## config.mk

```make
export PLATFORM = sky130hd
export DESIGN_NAME = mcu_bus_if
export DESIGN_NICKNAME = d
export VERILOG_FILES = /design/src/rtl/th99_pkg.sv /design/src/rtl/bus_sync.sv /design/src/rtl/mcu_bus_if.sv
export SDC_FILE = /design/constraint.sdc
export NUM_CORES = 1
export LEC_CHECK = 0
export BUFFER_PORTS_ARGS = -buffer_cell sky130_fd_sc_hd__buf_2
export CORE_ASPECT_RATIO = 1.2
export CORE_MARGIN = 5
export CORE_UTILIZATION = 48
export DETAILED_ROUTE_END_ITERATION = 8
export PLACE_DENSITY_LB_ADDON = 0.3
export SETUP_SLACK_MARGIN = 0.4
export SYNTH_ARGS = -nofsm -noshare
export SYNTH_HDL_FRONTEND = slang
export SYNTH_SLANG_ARGS = --single-unit
```

## constraint.sdc

```tcl
create_clock -name clock -period 2.2 [get_ports clock]
set_clock_uncertainty 0.1 [all_clocks]
set_input_delay 0.44 -clock clock [delete_from_list [all_inputs] [get_ports clock]]
set_output_delay 0.44 -clock clock [all_outputs]
set_load 0.01 [all_outputs]
```

## src/rtl/th99_pkg.sv

```systemverilog
// Shared definitions for the TH99CHLS configuration bus: register map,
// value limits, bus FSM states and the write request payload.
package th99_pkg;

    localparam int unsigned NUM_REGS = 10;
    localparam int unsigned IDX_W    = 4;
    localparam int unsigned DATA_W   = 8;
    localparam int unsigned ADDR_W   = 16;

    localparam logic [IDX_W-1:0] IDX_B0      = 4'd0;
    localparam logic [IDX_W-1:0] IDX_B1      = 4'd1;
    localparam logic [IDX_W-1:0] IDX_B2      = 4'd2;
    localparam logic [IDX_W-1:0] IDX_B3      = 4'd3;
    localparam logic [IDX_W-1:0] IDX_B4      = 4'd4;
    localparam logic [IDX_W-1:0] IDX_B5      = 4'd5;
    localparam logic [IDX_W-1:0] IDX_B6      = 4'd6;
    localparam logic [IDX_W-1:0] IDX_OPERAND = 4'd7;
    localparam logic [IDX_W-1:0] IDX_HOUR    = 4'd8;
    localparam logic [IDX_W-1:0] IDX_MINUTE  = 4'd9;

    localparam logic [DATA_W-1:0] HOUR_MAX   = 8'd23;
    localparam logic [DATA_W-1:0] MINUTE_MAX = 8'd59;

    typedef enum logic [2:0] {
        IDLE  = 3'd0,
        SEL   = 3'd1,
        ADDR  = 3'd2,
        WRITE = 3'd3,
        READ  = 3'd4,
        PERR  = 3'd5
    } bus_state_t;

    typedef struct packed {
        logic [IDX_W-1:0]  idx;
        logic [DATA_W-1:0] data;
    } wr_req_t;

    // Time-of-day registers reject out-of-range values; everything else takes any byte.
    function automatic logic value_in_range(input logic [IDX_W-1:0] idx,
                                            input logic [DATA_W-1:0] data);
        case (idx)
            IDX_HOUR:   return data <= HOUR_MAX;
            IDX_MINUTE: return data <= MINUTE_MAX;
            default:    return 1'b1;
        endcase
    endfunction

endpackage

```

## src/rtl/bus_sync.sv

```systemverilog
// N-stage synchroniser with a configurable reset value; stage count is
// clamped to at least two flops.
module bus_sync #(
    parameter int unsigned W      = 1,
    parameter int unsigned STAGES = 2,
    parameter logic [W-1:0] RST_VAL = '0
) (
    input  logic         clock,
    input  logic         reset,
    input  logic [W-1:0] raw,
    output logic [W-1:0] synced
);

    localparam int unsigned N = (STAGES < 2) ? 2 : STAGES;

    logic [N-1:0][W-1:0] pipe;

    always_ff @(posedge clock) begin
        if (!reset) begin
            pipe <= {N{RST_VAL}};
        end else begin
            pipe <= {pipe[N-2:0], raw};
        end
    end

    assign synced = pipe[N-1];

endmodule

```

## src/rtl/mcu_bus_if.sv

```systemverilog
// Multiplexed MCU bus decoder and configuration register file for the TH99CHLS core.
// Define MCU_READBACK_EN to let the READ state drive dbus_oe/dbus_out.
module mcu_bus_if
    import th99_pkg::*;
#(
    parameter int unsigned  SYNC_STAGES = 2,
    parameter logic [15:0]  BASE_ADDR   = 16'h0000
) (
    input  logic              clock,
    input  logic              reset,
    input  logic [7:0]        abus,
    input  logic [7:0]        dbus_in,
    output logic [7:0]        dbus_out,
    output logic              dbus_oe,
    input  logic              csbar,
    input  logic              ale,
    input  logic              rbar,
    input  logic              wbar,
    output logic [55:0]       b_regs,
    output logic [7:0]        operand,
    output logic [7:0]        hour,
    output logic [7:0]        minute,
    output logic              wr_pulse,
    output logic [IDX_W-1:0]  wr_index,
    output logic              range_err,
    output logic              proto_err,
    input  logic              err_clr
);

    logic [7:0] abus_s, dbus_s;
    logic       cs_s, ale_s, rb_s, wb_s;
    logic       cs_q, ale_q, rb_q, wb_q;
    logic       cs_rise, ale_fall, rb_fall, rb_rise, wb_fall, wb_rise, both_low;

    bus_state_t state, state_nxt;
    logic       latch_c, commit_c, proto_set_c, range_set_c;

    logic [ADDR_W-1:0] addr, addr_off;
    logic              addr_ok;
    wr_req_t           req;
    logic [DATA_W-1:0] regs [NUM_REGS];

    bus_sync #(.W(8), .STAGES(SYNC_STAGES), .RST_VAL(8'h00)) u_sync_abus (
        .clock(clock), .reset(reset), .raw(abus), .synced(abus_s));
    bus_sync #(.W(8), .STAGES(SYNC_STAGES), .RST_VAL(8'h00)) u_sync_dbus (
        .clock(clock), .reset(reset), .raw(dbus_in), .synced(dbus_s));
    bus_sync #(.W(1), .STAGES(SYNC_STAGES), .RST_VAL(1'b1)) u_sync_cs (
        .clock(clock), .reset(reset), .raw(csbar), .synced(cs_s));
    bus_sync #(.W(1), .STAGES(SYNC_STAGES), .RST_VAL(1'b0)) u_sync_ale (
        .clock(clock), .reset(reset), .raw(ale), .synced(ale_s));
    bus_sync #(.W(1), .STAGES(SYNC_STAGES), .RST_VAL(1'b1)) u_sync_rb (
        .clock(clock), .reset(reset), .raw(rbar), .synced(rb_s));
    bus_sync #(.W(1), .STAGES(SYNC_STAGES), .RST_VAL(1'b1)) u_sync_wb (
        .clock(clock), .reset(reset), .raw(wbar), .synced(wb_s));

    // Previous synchronised strobe levels for edge detection
    always_ff @(posedge clock) begin
        if (!reset) begin
            cs_q  <= 1'b1;
            ale_q <= 1'b0;
            rb_q  <= 1'b1;
            wb_q  <= 1'b1;
        end else begin
            cs_q  <= cs_s;
            ale_q <= ale_s;
            rb_q  <= rb_s;
            wb_q  <= wb_s;
        end
    end

    assign cs_rise  = !cs_q && cs_s;
    assign ale_fall = ale_q && !ale_s;
    assign rb_fall  = rb_q && !rb_s;
    assign rb_rise  = !rb_q && rb_s;
    assign wb_fall  = wb_q && !wb_s;
    assign wb_rise  = !wb_q && wb_s;
    assign both_low = !rb_s && !wb_s;

    always_ff @(posedge clock) begin
        if (!reset) begin
            state <= IDLE;
        end else begin
            state <= state_nxt;
        end
    end

    always_comb begin
        state_nxt = state;
        unique case (state)
            IDLE:  if (!cs_s) state_nxt = SEL;
            SEL: begin
                if (cs_rise)       state_nxt = IDLE;
                else if (ale_fall) state_nxt = ADDR;
            end
            ADDR: begin
                if (both_low)     state_nxt = PERR;
                else if (cs_rise) state_nxt = IDLE;
                else if (wb_fall) state_nxt = WRITE;
                else if (rb_fall) state_nxt = READ;
            end
            // A wbar rise coinciding with csbar rise still commits
            WRITE: begin
                if (both_low)     state_nxt = PERR;
                else if (wb_rise) state_nxt = cs_rise ? IDLE : ADDR;
                else if (cs_rise) state_nxt = IDLE;
            end
            READ: begin
                if (both_low)     state_nxt = PERR;
                else if (cs_rise) state_nxt = IDLE;
                else if (rb_rise) state_nxt = ADDR;
            end
            PERR: begin
                if (cs_rise)          state_nxt = IDLE;
                else if (rb_s && wb_s) state_nxt = ADDR;
            end
            default: state_nxt = IDLE;
        endcase
    end

    always_comb begin
        latch_c     = 1'b0;
        commit_c    = 1'b0;
        proto_set_c = 1'b0;
        unique case (state)
            SEL:   latch_c = !cs_rise && ale_fall;
            ADDR: begin
                proto_set_c = both_low;
                latch_c     = !both_low && !cs_rise && !wb_fall && !rb_fall && ale_fall;
            end
            WRITE: begin
                proto_set_c = both_low;
                commit_c    = !both_low && wb_rise;
            end
            READ:  proto_set_c = both_low;
            default: ;
        endcase
    end

    // Offset wraps mod 2^16, so addresses below BASE_ADDR land out of range
    assign addr_off    = addr - BASE_ADDR;
    assign addr_ok     = addr_off < ADDR_W'(NUM_REGS);
    assign req.idx     = addr_off[IDX_W-1:0];
    assign req.data    = dbus_s;
    assign range_set_c = commit_c && addr_ok && !value_in_range(req.idx, req.data);

    always_ff @(posedge clock) begin
        if (!reset) begin
            addr      <= '0;
            regs      <= '{default: '0};
            wr_pulse  <= 1'b0;
            wr_index  <= '0;
            range_err <= 1'b0;
            proto_err <= 1'b0;
        end else begin
            wr_pulse <= 1'b0;
            if (latch_c) begin
                addr <= {abus_s, dbus_s};
            end
            if (commit_c && addr_ok) begin
                wr_pulse <= 1'b1;
                wr_index <= req.idx;
                if (value_in_range(req.idx, req.data)) begin
                    regs[req.idx] <= req.data;
                end
            end
            range_err <= range_set_c || (range_err && !err_clr);
            proto_err <= proto_set_c || (proto_err && !err_clr);
        end
    end

`ifdef MCU_READBACK_EN
    logic              oe_c;
    logic [DATA_W-1:0] rd_data;

    assign oe_c    = (state == READ) && !rb_s && wb_s && !cs_rise;
    assign rd_data = addr_ok ? regs[req.idx] : 8'h00;

    always_ff @(posedge clock) begin
        if (!reset) begin
            dbus_oe  <= 1'b0;
            dbus_out <= 8'h00;
        end else begin
            dbus_oe  <= oe_c;
            dbus_out <= oe_c ? rd_data : 8'h00;
        end
    end
`else
    assign dbus_oe  = 1'b0;
    assign dbus_out = 8'h00;
`endif

    assign b_regs  = {regs[IDX_B6], regs[IDX_B5], regs[IDX_B4], regs[IDX_B3],
                      regs[IDX_B2], regs[IDX_B1], regs[IDX_B0]};
    assign operand = regs[IDX_OPERAND];
    assign hour    = regs[IDX_HOUR];
    assign minute  = regs[IDX_MINUTE];

endmodule

```

* After elaboration in Yosys (flattened, before gate mapping)
Cells that the tools add are included.
Cells by class: multiplexer cells 27, equality and inequality tests 13, div/mod/pow operators 0, shifts and indexed selects 0, bitwise operators 1, multipliers 0, magnitude comparators 5, $add $sub $neg 0, reduce and logical (&&, ||, !) cells 37
Operator list (count):
- bitwise mux 80 bit | 1
- 2-to-1 mux 3 bit | 15
- demux 8 bit (select 4 bit) | 1
- logical AND 1 bit | 19
- one-hot mux 3 bit (6 select lines) | 1
- less-than comparator 16 x 4 -> 1 bit (second input constant) | 1
- zero test 1 bit | 12
- == test 4 bit (second input constant) | 2
- <= comparator 8 x 5 -> 1 bit (second input constant) | 1
- <= comparator 8 x 6 -> 1 bit (second input constant) | 1
- 2-to-1 mux 8 bit | 1
- inequality test 4 bit (second input constant) | 2
- == test 3 x 2 -> 1 bit (second input constant) | 2
- == test 3 bit (second input constant) | 2
- inequality test 3 bit (second input constant) | 2
- AND reduction 6 bit | 1
- >= comparator 5 bit (second input constant) | 1
- less-than comparator 5 x 1 -> 1 bit (second input constant) | 1
- 2-to-1 mux 1 bit | 5
- inequality test 5 bit (second input constant) | 1
- inverter 4 -> 5 bit | 1
- one-hot mux 1 bit (2 select lines) | 2
- == test 3 x 1 -> 1 bit (second input constant) | 1
- zero test 3 bit | 1
- 5 further kinds | 6
Storage, ports and cells: bits in latches 0, logic and storage cells 115, register bits 150, bits in writable memories 0, memories 0, output and inout port bits 96, ROM bits 0

* Logic depth before layout (Yosys ltp)
Gate-level depths: netlist of run 1.
depth after elaboration 9, gate-level depth with buffers 8

* Cells and area by module
A second synthesis of run 1 with hierarchy kept.
Unflattened totals: cell total of the unflattened synthesis 544, area, all modules 5671.7 sq um
By module, submodules not included:
- mcu_bus_if | seq. area each 2202.1 sq um, area each 4448.0 sq um, instances 1, cells each 446
- bus_sync at u_sync_abus ... | seq. area each 320.3 sq um, area each 506.7 sq um, instances 2, cells each 41
- bus_sync at u_sync_ale ... | seq. area each 40.0 sq um, area each 52.6 sq um, instances 4, cells each 4

* Worst setup path after synthesis of run 1
No wires, ideal clock.
kind register to register, from register addr[15], to register regs (netlist bit minute[3]), data arrival time 2107 ps, stages on the path, launching flop included 7, setup slack -135 ps, cells stage by stage dfxtp_1 > or4_4 > or3_1 > buf_2 > nor4_4 > mux2i_1 > nor2_1
Between the ends: longest elaborated chain between the ends 3
Ends and longest elaborated chain:
- start: declaration | RTL line mcu_bus_if.sv:38 | logic [ADDR_W-1:0] addr, addr_off;
- start signal: assignment | RTL line mcu_bus_if.sv:157 | addr <= {abus_s, dbus_s};
- less-than comparator 16 x 4 -> 1 bit | RTL line mcu_bus_if.sv:141 | assign addr_ok = addr_off < ADDR_W'(NUM_REGS);
- logical AND 1 bit | RTL line mcu_bus_if.sv:159 | if (commit_c && addr_ok) begin
- AND reduction 2 bit (no line)
- end signal: indexed assignment | RTL line mcu_bus_if.sv:163 | regs[req.idx] <= req.data;
- end: declaration | RTL line mcu_bus_if.sv:41 | logic [DATA_W-1:0] regs [NUM_REGS];
Every way passes these cells. A chain may end at the register's enable or synchronous reset.

* Worst setup path in the final report of run 1
from register addr[13], to register regs (netlist bit minute[1])
Same word-level chain as after synthesis.

==> results.toml, run 1 <==
[clock_tree]
tritoncts = "done"
cts.sink_count = 150
clockBufferDepth = 2
root_buffer = "clkbuf_16"
cts_max_level = 4
cts_buffers = 17
cts_hold_buf = 0
insertion_delay_ns = 0.41
path_clk_slew_ns = 0.05

[synth]
ys_warn_count = 0
syn_area_per_cell_um2 = 9.68
yosysSeqAreaShare = 0.562
async_flop_share = 0
netlist_instances = 552
synth_edf_count = 0
synth.distinct_cells = 42
netlist_area_um2 = 5340
synth_flop_cell = "dfxtp_1"
synth-seq-cells = 150

[power]
power_mw = 6.28
cellLeakagePower_nw = 3.11
power_density_nw_per_um2 = 909
max-vdd-ir-drop_uv = 511

[timing]
max_freq_ghz = 0.475
rsz0062_at_grt = "true"
hold_viol = 0
hold_slack_ns = 0.110
min_period_over_period = 0.958
tightest_slew_ns = 0.539
timing.final.ws_setup_ns = 0.0931
setup_violations = 0
slew_violations = 0
period_needed_ns = 2.11
relSlewSlack = 0.640

[global_route]
antenna_found_initial = 0
track_usage = 0.189
grt_overflow = 0
grt_pass1_wl_um = 20200
grt_max_degree = 57
first_global_vias = 4106

[worst_setup_path]
critPathKind = "flip-flop to flip-flop"
cp-start-kind = "flip-flop"
critical_path_required_ns = 2.40
worstPathArrival_ns = 2.31
end_kind = "flip-flop"
crit_fanout = 7

[place]
gp_congestion = 0.817
dpl_worst_slack_ns = -0.0731
io_buffers = 109
dp_hpwl_um = 8590
placed_area_um2 = 6080

[routing]
firstDrtPassIters = 5
via_per_inst = 5.30
ant_nets = 0
wl_um = 12600
vias = 4313
wl_per_cell_um = 15.5
drt_iter0_drc = 280
drc = 0

[die]
die_h_um = 126
num_rows = 42
initial_core_util = 0.487
die_x_um = 106
pin_count = 119
coreArea_um2 = 11000
die_area_um2 = 13400

[cells_and_area]
diodes = 0
design_area_um2 = 6910
post-route-util = 0.629
synthToLayoutAreaGrowth_pct = 29.3
multiInputGateArea_um2 = 2270
fill_cells = 887
nets = 693
seq_area_um2 = 3010
drive_gt1_frac = 0.296

[status]
status = "finished clean"

[run]
maxCapViolCount = 0

[worst_hold_path]
worstHoldPathType = "primary input to flip-flop"
Yosys cell counts, types with 2 or more instances:
cell,number,area share
nor2b_1,5,0.0059
buf_4,9,0.013
nand4b_1,4,0.0066
nor2_1,56,0.039
nand4_1,5,0.0059
dfxtp_1,150,0.56
nand2b_1,15,0.018
mux2i_1,49,0.092
inv_1,3,0.0021
or3_1,2,0.0023
buf_1,2,0.0014
nand2_1,15,0.011
nor3_1,3,0.0028
o21ai_0,52,0.049
nor4_1,2,0.0023
nor4_4,2,0.0080
and3_1,3,0.0035
and2_1,37,0.043
nor3b_1,4,0.0056
nand3_1,51,0.048
clkbuf_1,38,0.027
a21oi_1,25,0.023
metrics by stage:
stage / instances / setup TNS (ns)
floorplan: 560 / -0.569
global placement: 777 / 0
detailed placement: 777 / -0.313
CTS: 809 / 0
global route: 814 / 0
finish: 814 / 0
sequential cells by signal, indices dropped and copies added, names as in the netlist, 3 cells and up:
signal              cells
addr                   16
b_regs                 56
hour                    8
minute                  8
operand                 8
state                   3
u_sync_abus.pipe        8
u_sync_abus.synced      8
u_sync_dbus.pipe        8
u_sync_dbus.synced      8
wr_index                4
layout make-up:
class,instances,area share
repair buffers,140,0.120
flip-flops and latches,150,0.436
inverters,4,0.00217
multi-input cells,357,0.328
clock inverters,7,0.0170
clock buffers,24,0.0726
well taps,132,0.0239
kinds of logic after synthesis:
family | after synthesis | share of synthesized area
other | 1 | 0.000702
buffers and inverters | 54 | 0.0445
and+or+nand+nor | 210 | 0.212
DFF | 150 | 0.562
muxes | 49 | 0.0918
AOI/OAI and AO/OA | 88 | 0.0887
final timing paths:
path / from / end / slack [ns] / depth (start not counted)
worst max register to register: addr[13] / minute[1] / 0.09 / 6
worst min-delay path: rbar / u_sync_rb.pipe[0] / 0.11 / 2
worst max-delay path: addr[13] / minute[1] / 0.09 / 6
worst min register to register: u_sync_cs.pipe[0] / u_sync_cs.synced / 0.30 / 1
per-layer routing:
layer	up-vias	wire [µm]	GRT usage	part of all wire
li1	2106	-	-	-
met1	2012	5470	0.239	0.43
met2	170	6130	0.307	0.49
met3	25	749	0.0433	0.059
met4	0	269	0.0861	0.021
met5	-	0	0	0
power breakdown:
group / total, mW / switching (mW) / internal [mW]
logic: 0.452 / 0.283 / 0.169
clock network: 2.97 / 1.04 / 1.93
registers: 2.87 / 0.0801 / 2.79
worst max-delay path, stage by stage (launching register included):
cell,delay [ns]
dfxtp_1,0.30
or4_4,0.58
or3_4,0.40
nor4_4,0.16
buf_6,0.18
mux2i_1,0.21
nor2_1,0.05
what timing repair did:
action	4_1_cts	5_1_grt
cloned	0	2
setup buffers	1	3
gates resized for setup	20	27
endpoints found under the setup margin	104	104
pin swaps	3	8
placed cells by master, fill, tap and decap left out, drive strengths merged, types with 9 or more instances in the layout:
master    n
a21oi    25
clkbuf   24
mux2i    49
nor2     56
and2     37
buf     140
dfxtp   150
nand3    51
conb      9
o21ai    53
nand2b   15
nand2    15
Note: power is estimated with default switching activity, not from simulation.
==> run 2: changes to the inputs <==
- BUFFER_PORTS_ARGS: -buffer_cell sky130_fd_sc_hd__buf_2 -> not set
- CORE_UTILIZATION: 48 -> 56
- DONT_BUFFER_PORTS: not set -> 1
==> run 2 against run 1 <==
Effect of this change:
- core utilization grew 5.9 points
- fmax fell by 4.2%
- register-to-register slack got worse by 0.09 ns
- critical path type unchanged
- largest cell class unchanged
==> results.toml, run 2 (synthesis gave the netlist of run 1 again) <==
[cells_and_area]
largest_reg_flops = 56
drive_gt1_frac = 0.197
diodes = 0
post-route-util = 0.688
design_area_um2 = 6480
mostFrequentLayoutCells = "dfxtp_1, nor2_1, mux2i_1"
fill_cells = 714
nets = 588
final_common_cell = "dfxtp_1"
synthToLayoutAreaGrowth_pct = 21.3

[die]
die_area_um2 = 11600
initial_core_util = 0.567
die_h_um = 117
num_rows = 39
coreArea_um2 = 9420
pin_count = 119
die_x_um = 99.2

[timing]
rsz0062_at_grt = "true"
tns_ns = 0
period_needed_ns = 2.20
max_freq_ghz = 0.455
tightest_slew_ns = 0.538
timing.final.ws_setup_ns = 0.00141
relSlewSlack = 0.640
slew_violations = 0
min_period_over_period = 0.999
setup_violations = 0
hold_viol = 0

[worst_setup_path]
critPathMaxStageDelay_ns = 0.55
crit_cells = 8
reg2regPathDepth = 8
crit_family = "simple AND/OR/NAND/NOR gates"
path_buf_inv = 3
cpMaxStageDelayCell = "or4_4"
cp-endpoint = "b_regs[17]"
cp-start-kind = "flip-flop"
timing.rr.end = "b_regs[17]"
regToRegStartpoint = "addr[7]"
crit_fanout = 8
crit_chain = "or4_4 > buf_6 > nor4_4 > buf_4 > nand4b_1 > buf_6 > mux2i_2 > nor2_1"
critPathKind = "flip-flop to flip-flop"
setup.worst_path.start = "addr[7]"
critical_path_required_ns = 2.41
crit_path_frequent_cell = "buf_6"
worstPathArrival_ns = 2.41
r2r_slack_ns = 0.001
end_kind = "flip-flop"

[routing]
wl_um = 12600
wl_per_cell_um = 18.0
vias = 3972
ant_nets = 0
drc = 0
drt_iter0_drc = 329
firstDrtPassIters = 5
via_per_inst = 5.67

[place]
io_buffers = 0
dp_hpwl_um = 7980
dpl_worst_slack_ns = -0.0346
gp_congestion = 0.818
placed_area_um2 = 5520

[power]
clkPwrFrac = 0.458
power_density_nw_per_um2 = 951
seqPwrFrac = 0.465
max-vdd-ir-drop_uv = 572
cellLeakagePower_nw = 2.55
pwr-share-comb = 0.077
p_int_mw = 4.70
power.switching_mw = 1.47
p_sw_frac = 0.239

[clock_tree]
insertion_delay_ns = 0.41
clockBufferDepth = 2
cts.sink_count = 150
tritoncts = "done"
cts_buffers = 17
root_buffer = "clkbuf_16"
path_clk_slew_ns = 0.06
cts_max_level = 4

[global_route]
grt_max_degree = 87
grt_pass1_wl_um = 19200
track_usage = 0.212
first_global_vias = 3819
grt_overflow = 0
antenna_found_initial = 0

[status]
status = "finished clean"

[worst_hold_path]
min_from = "reset"
worstHoldPathType = "primary input to flip-flop"
whs_path_depth = 1

[run]
maxCapViolCount = 0
==> run 2: cell types whose count changed in the layout (fill, tap and decap cells not counted), moves of 6 or more <==
cell     before  now
o21ai_0      51   32
buf_6        11   17
buf_2       109    0
o21ai_1       1   19
==> run 2: final cells by class <==
cell class                 instances  area (µm²)  area share
clock inverter                    14         149      0.0230
clock buffer                      18         439      0.0677
timing repair buffer              36         364      0.0562
tap                              123         154      0.0237
multi-input combinational        356        2340       0.362
inverter                           4        15.0     0.00232
sequential                       150        3020       0.465
==> run 2: how the worst min path moves through the flow <==
stage | to | slack [ns]
global placement | u_sync_rb.synced | 0.29
finish | u_sync_cs.pipe[0] | 0.01
CTS | u_sync_cs.pipe[0] | 0.00003
global route | u_sync_cs.pipe[0] | -0.0005
floorplan | u_sync_cs.synced | 0.29
detailed placement | u_sync_rb.synced | 0.30
==> run 2: layer usage <==
layer / global-route usage / wire [µm]
met3: 0.0741 / 1130
met1: 0.250 / 4940
met5: 0 / 0
met2: 0.349 / 6230
met4: 0.0984 / 296
==> run 2: per-stage QoR <==
stage                     total power, mW  cells  hold WS, ns
after floorplan                      3.21    560        0.286
after global placement               3.25    658        0.291
after detailed placement             3.26    658        0.299
after CTS                            6.10    696    0.0000299
after global routing                 6.39    701    -0.000508
final                                6.17    701       0.0121
==> run 2: repair_timing <==
item | CTS | global route
pin swaps | 9 | 9
setup buffers | 4 | 2
endpoints found under the setup margin | 105 | 105
hold buffers | 1 | 1
endpoints found under the hold margin | 4 | 2
gates cloned | 1 | 2
resized for setup | 33 | 61
==> run 2: power groups by stage <==
stage                     logic, mW  clock network (mW)  registers, mW
final                         0.474                2.82           2.87
after global routing          0.515                2.99           2.88
after CTS                     0.383                2.87           2.85
after detailed placement      0.354                   0           2.91
after global placement        0.344                   0           2.90
after floorplan               0.360                   0           2.85
==> run 2: worst reg2reg max path, delay by kind of cell, from the launching register on <==
family	cells	cell delay, ns
flip-flops	1	0.31
buffers and inverters	3	0.53
AND/OR/NAND/NOR	4	0.97
multiplexers	1	0.18
==> run 3: changes to the inputs <==
- CORE_UTILIZATION: 56 -> 59
- CTS_BUF_LIST: not set -> sky130_fd_sc_hd__clkbuf_4 sky130_fd_sc_hd__clkbuf_8
==> run 3 against run 2 <==
Effect of this change:
- final cell count decreased by 0.29%
- global-route usage increased by 0.092 points
- combinational power decreased by 8.6%
- hold slack improved by 0.026 ns
- count of clock-buffer cells in the layout unchanged
- critical path type unchanged
- critical endpoint is now minute[4]
- largest cell class unchanged
- highest routed layer unchanged
==> results.toml, run 3 (synthesis gave the netlist of run 1 again) <==
[status]
status = "finished clean"

[timing]
rsz0062_at_grt = "true"
hold_viol = 0
tightest_slew_ns = 0.531
min_period_over_period = 0.993
period_needed_ns = 2.18
setup_violations = 0
timing.final.ws_setup_ns = 0.0152
slew_violations = 0
max_freq_ghz = 0.458
relSlewSlack = 0.645
hold_slack_ns = 0.0381

[clock_tree]
tritoncts = "done"
clockBufferDepth = 2
cts_max_level = 4
path_clk_slew_ns = 0.08
cts.sink_count = 150
insertion_delay_ns = 0.42
root_buffer = "clkbuf_8"
cts_buffers = 17

[die]
initial_core_util = 0.598
num_rows = 38
pin_count = 119
coreArea_um2 = 8940
die_h_um = 114
die_area_um2 = 11100
die_x_um = 96.9

[worst_setup_path]
reg2regPathDepth = 7
path_buf_inv = 2
regToRegStartpoint = "addr[5]"
worstPathArrival_ns = 2.38
timing.rr.end = "minute[4]"
crit_family = "simple AND/OR/NAND/NOR gates"
crit_chain = "or4_4 > or3_4 > buf_4 > nor4_4 > buf_6 > mux2i_1 > nor2_1"
r2r_slack_ns = 0.02
cp-start-kind = "flip-flop"
critPathKind = "flip-flop to flip-flop"
critical_path_required_ns = 2.39
critPathMaxStageDelay_ns = 0.57
end_kind = "flip-flop"
crit_fanout = 7
cpMaxStageDelayCell = "or4_4"

[power]
power_density_nw_per_um2 = 879
max-vdd-ir-drop_uv = 500
cellLeakagePower_nw = 2.48

[cells_and_area]
synthToLayoutAreaGrowth_pct = 16.3
diodes = 0
final_common_cell = "dfxtp_1"
nets = 589
fill_cells = 711
drive_gt1_frac = 0.164
largest_reg_flops = 56
mostFrequentLayoutCells = "dfxtp_1, nor2_1, o21ai_0"
post-route-util = 0.695

[place]
dp_hpwl_um = 7920
gp_congestion = 0.883
io_buffers = 0
dpl_worst_slack_ns = -0.0148

[routing]
via_per_inst = 5.48
drc = 0
firstDrtPassIters = 4
drt_iter0_drc = 257
wl_per_cell_um = 17.1
vias = 3831
ant_nets = 0
wl_um = 11900

[worst_hold_path]
holdPathEnd = "u_sync_dbus.synced[5]"
worstHoldPathType = "primary input to flip-flop"
whs_path_depth = 1
min_from = "reset"

[global_route]
track_usage = 0.213
antenna_found_initial = 0
grt_pass1_wl_um = 18700
first_global_vias = 3549
grt_overflow = 0
grt_max_degree = 82

[run]
maxCapViolCount = 0
## run 3: cell types whose count changed in the layout (fill, tap and decap cells not counted), sizes merged
| cell | change |
|---|---|
| dlygate4sd3 | +5 |
| buf | -4 |
| clkinvlp | -2 |
| bufinv | +1 |
| clkinv | +1 |
## run 3: through the flow
step / power, mW / instance area [µm²] / TNS [ns] / std cells
floorplan: 3.21 / 5400 / -0.569 / 560
global placement: 3.25 / 5510 / 0 / 654
detailed placement: 3.27 / 5510 / -0.0318 / 654
CTS: 5.45 / 6060 / 0 / 692
global route: 5.69 / 6220 / -0.997 / 699
finish: 5.46 / 6220 / 0 / 699
## run 3: metal layers
metal	vias up	track usage	routed length [µm]
met5	-	0	0
met2	140	0.350	5860
met4	0	0.0787	200
li1	1896	-	-
met3	16	0.0902	1150
met1	1779	0.250	4710
## run 3: timing repair
| item | CTS | global route |
|---|---|---|
| cloned | 0 | 0 |
| gates resized for setup | 20 | 27 |
| hold endpoints to repair | 9 | 7 |
| hold buffers | 2 | 5 |
| setup endpoints to repair | 102 | 105 |
| buffers inserted | 4 | 2 |
| pin swaps | 3 | 7 |
## run 3: worst max path at each step
stage / slack, ns / to / startpoint / cells after the start
after floorplan: -0.09 / minute[3] / addr[5] / 6
final: 0.02 / minute[4] / addr[5] / 7
after global routing: -0.11 / minute[4] / addr[15] / 7
after global placement: 0.03 / hour[4] / addr[5] / 7
after detailed placement: -0.01 / hour[2] / addr[5] / 7
after CTS: 0.02 / hour[2] / addr[14] / 7
## run 3: layout make-up
type                    instances  area [µm²]  area share
well taps                     120         150      0.0242
multi-input cells             356        2270       0.365
clock buffers                  18         248      0.0399
clock inverters                14         173      0.0278
repair buffers                 37         345      0.0556
flip-flops and latches        150        3020       0.485
inverters                       4        15.0     0.00242
## run 3: power breakdown
part	leakage (nW)	internal, mW	switching [mW]
clock network	0.210	1.16	1.01
logic	1.05	0.177	0.256
registers	1.22	2.78	0.0795
total	2.48	4.12	1.34
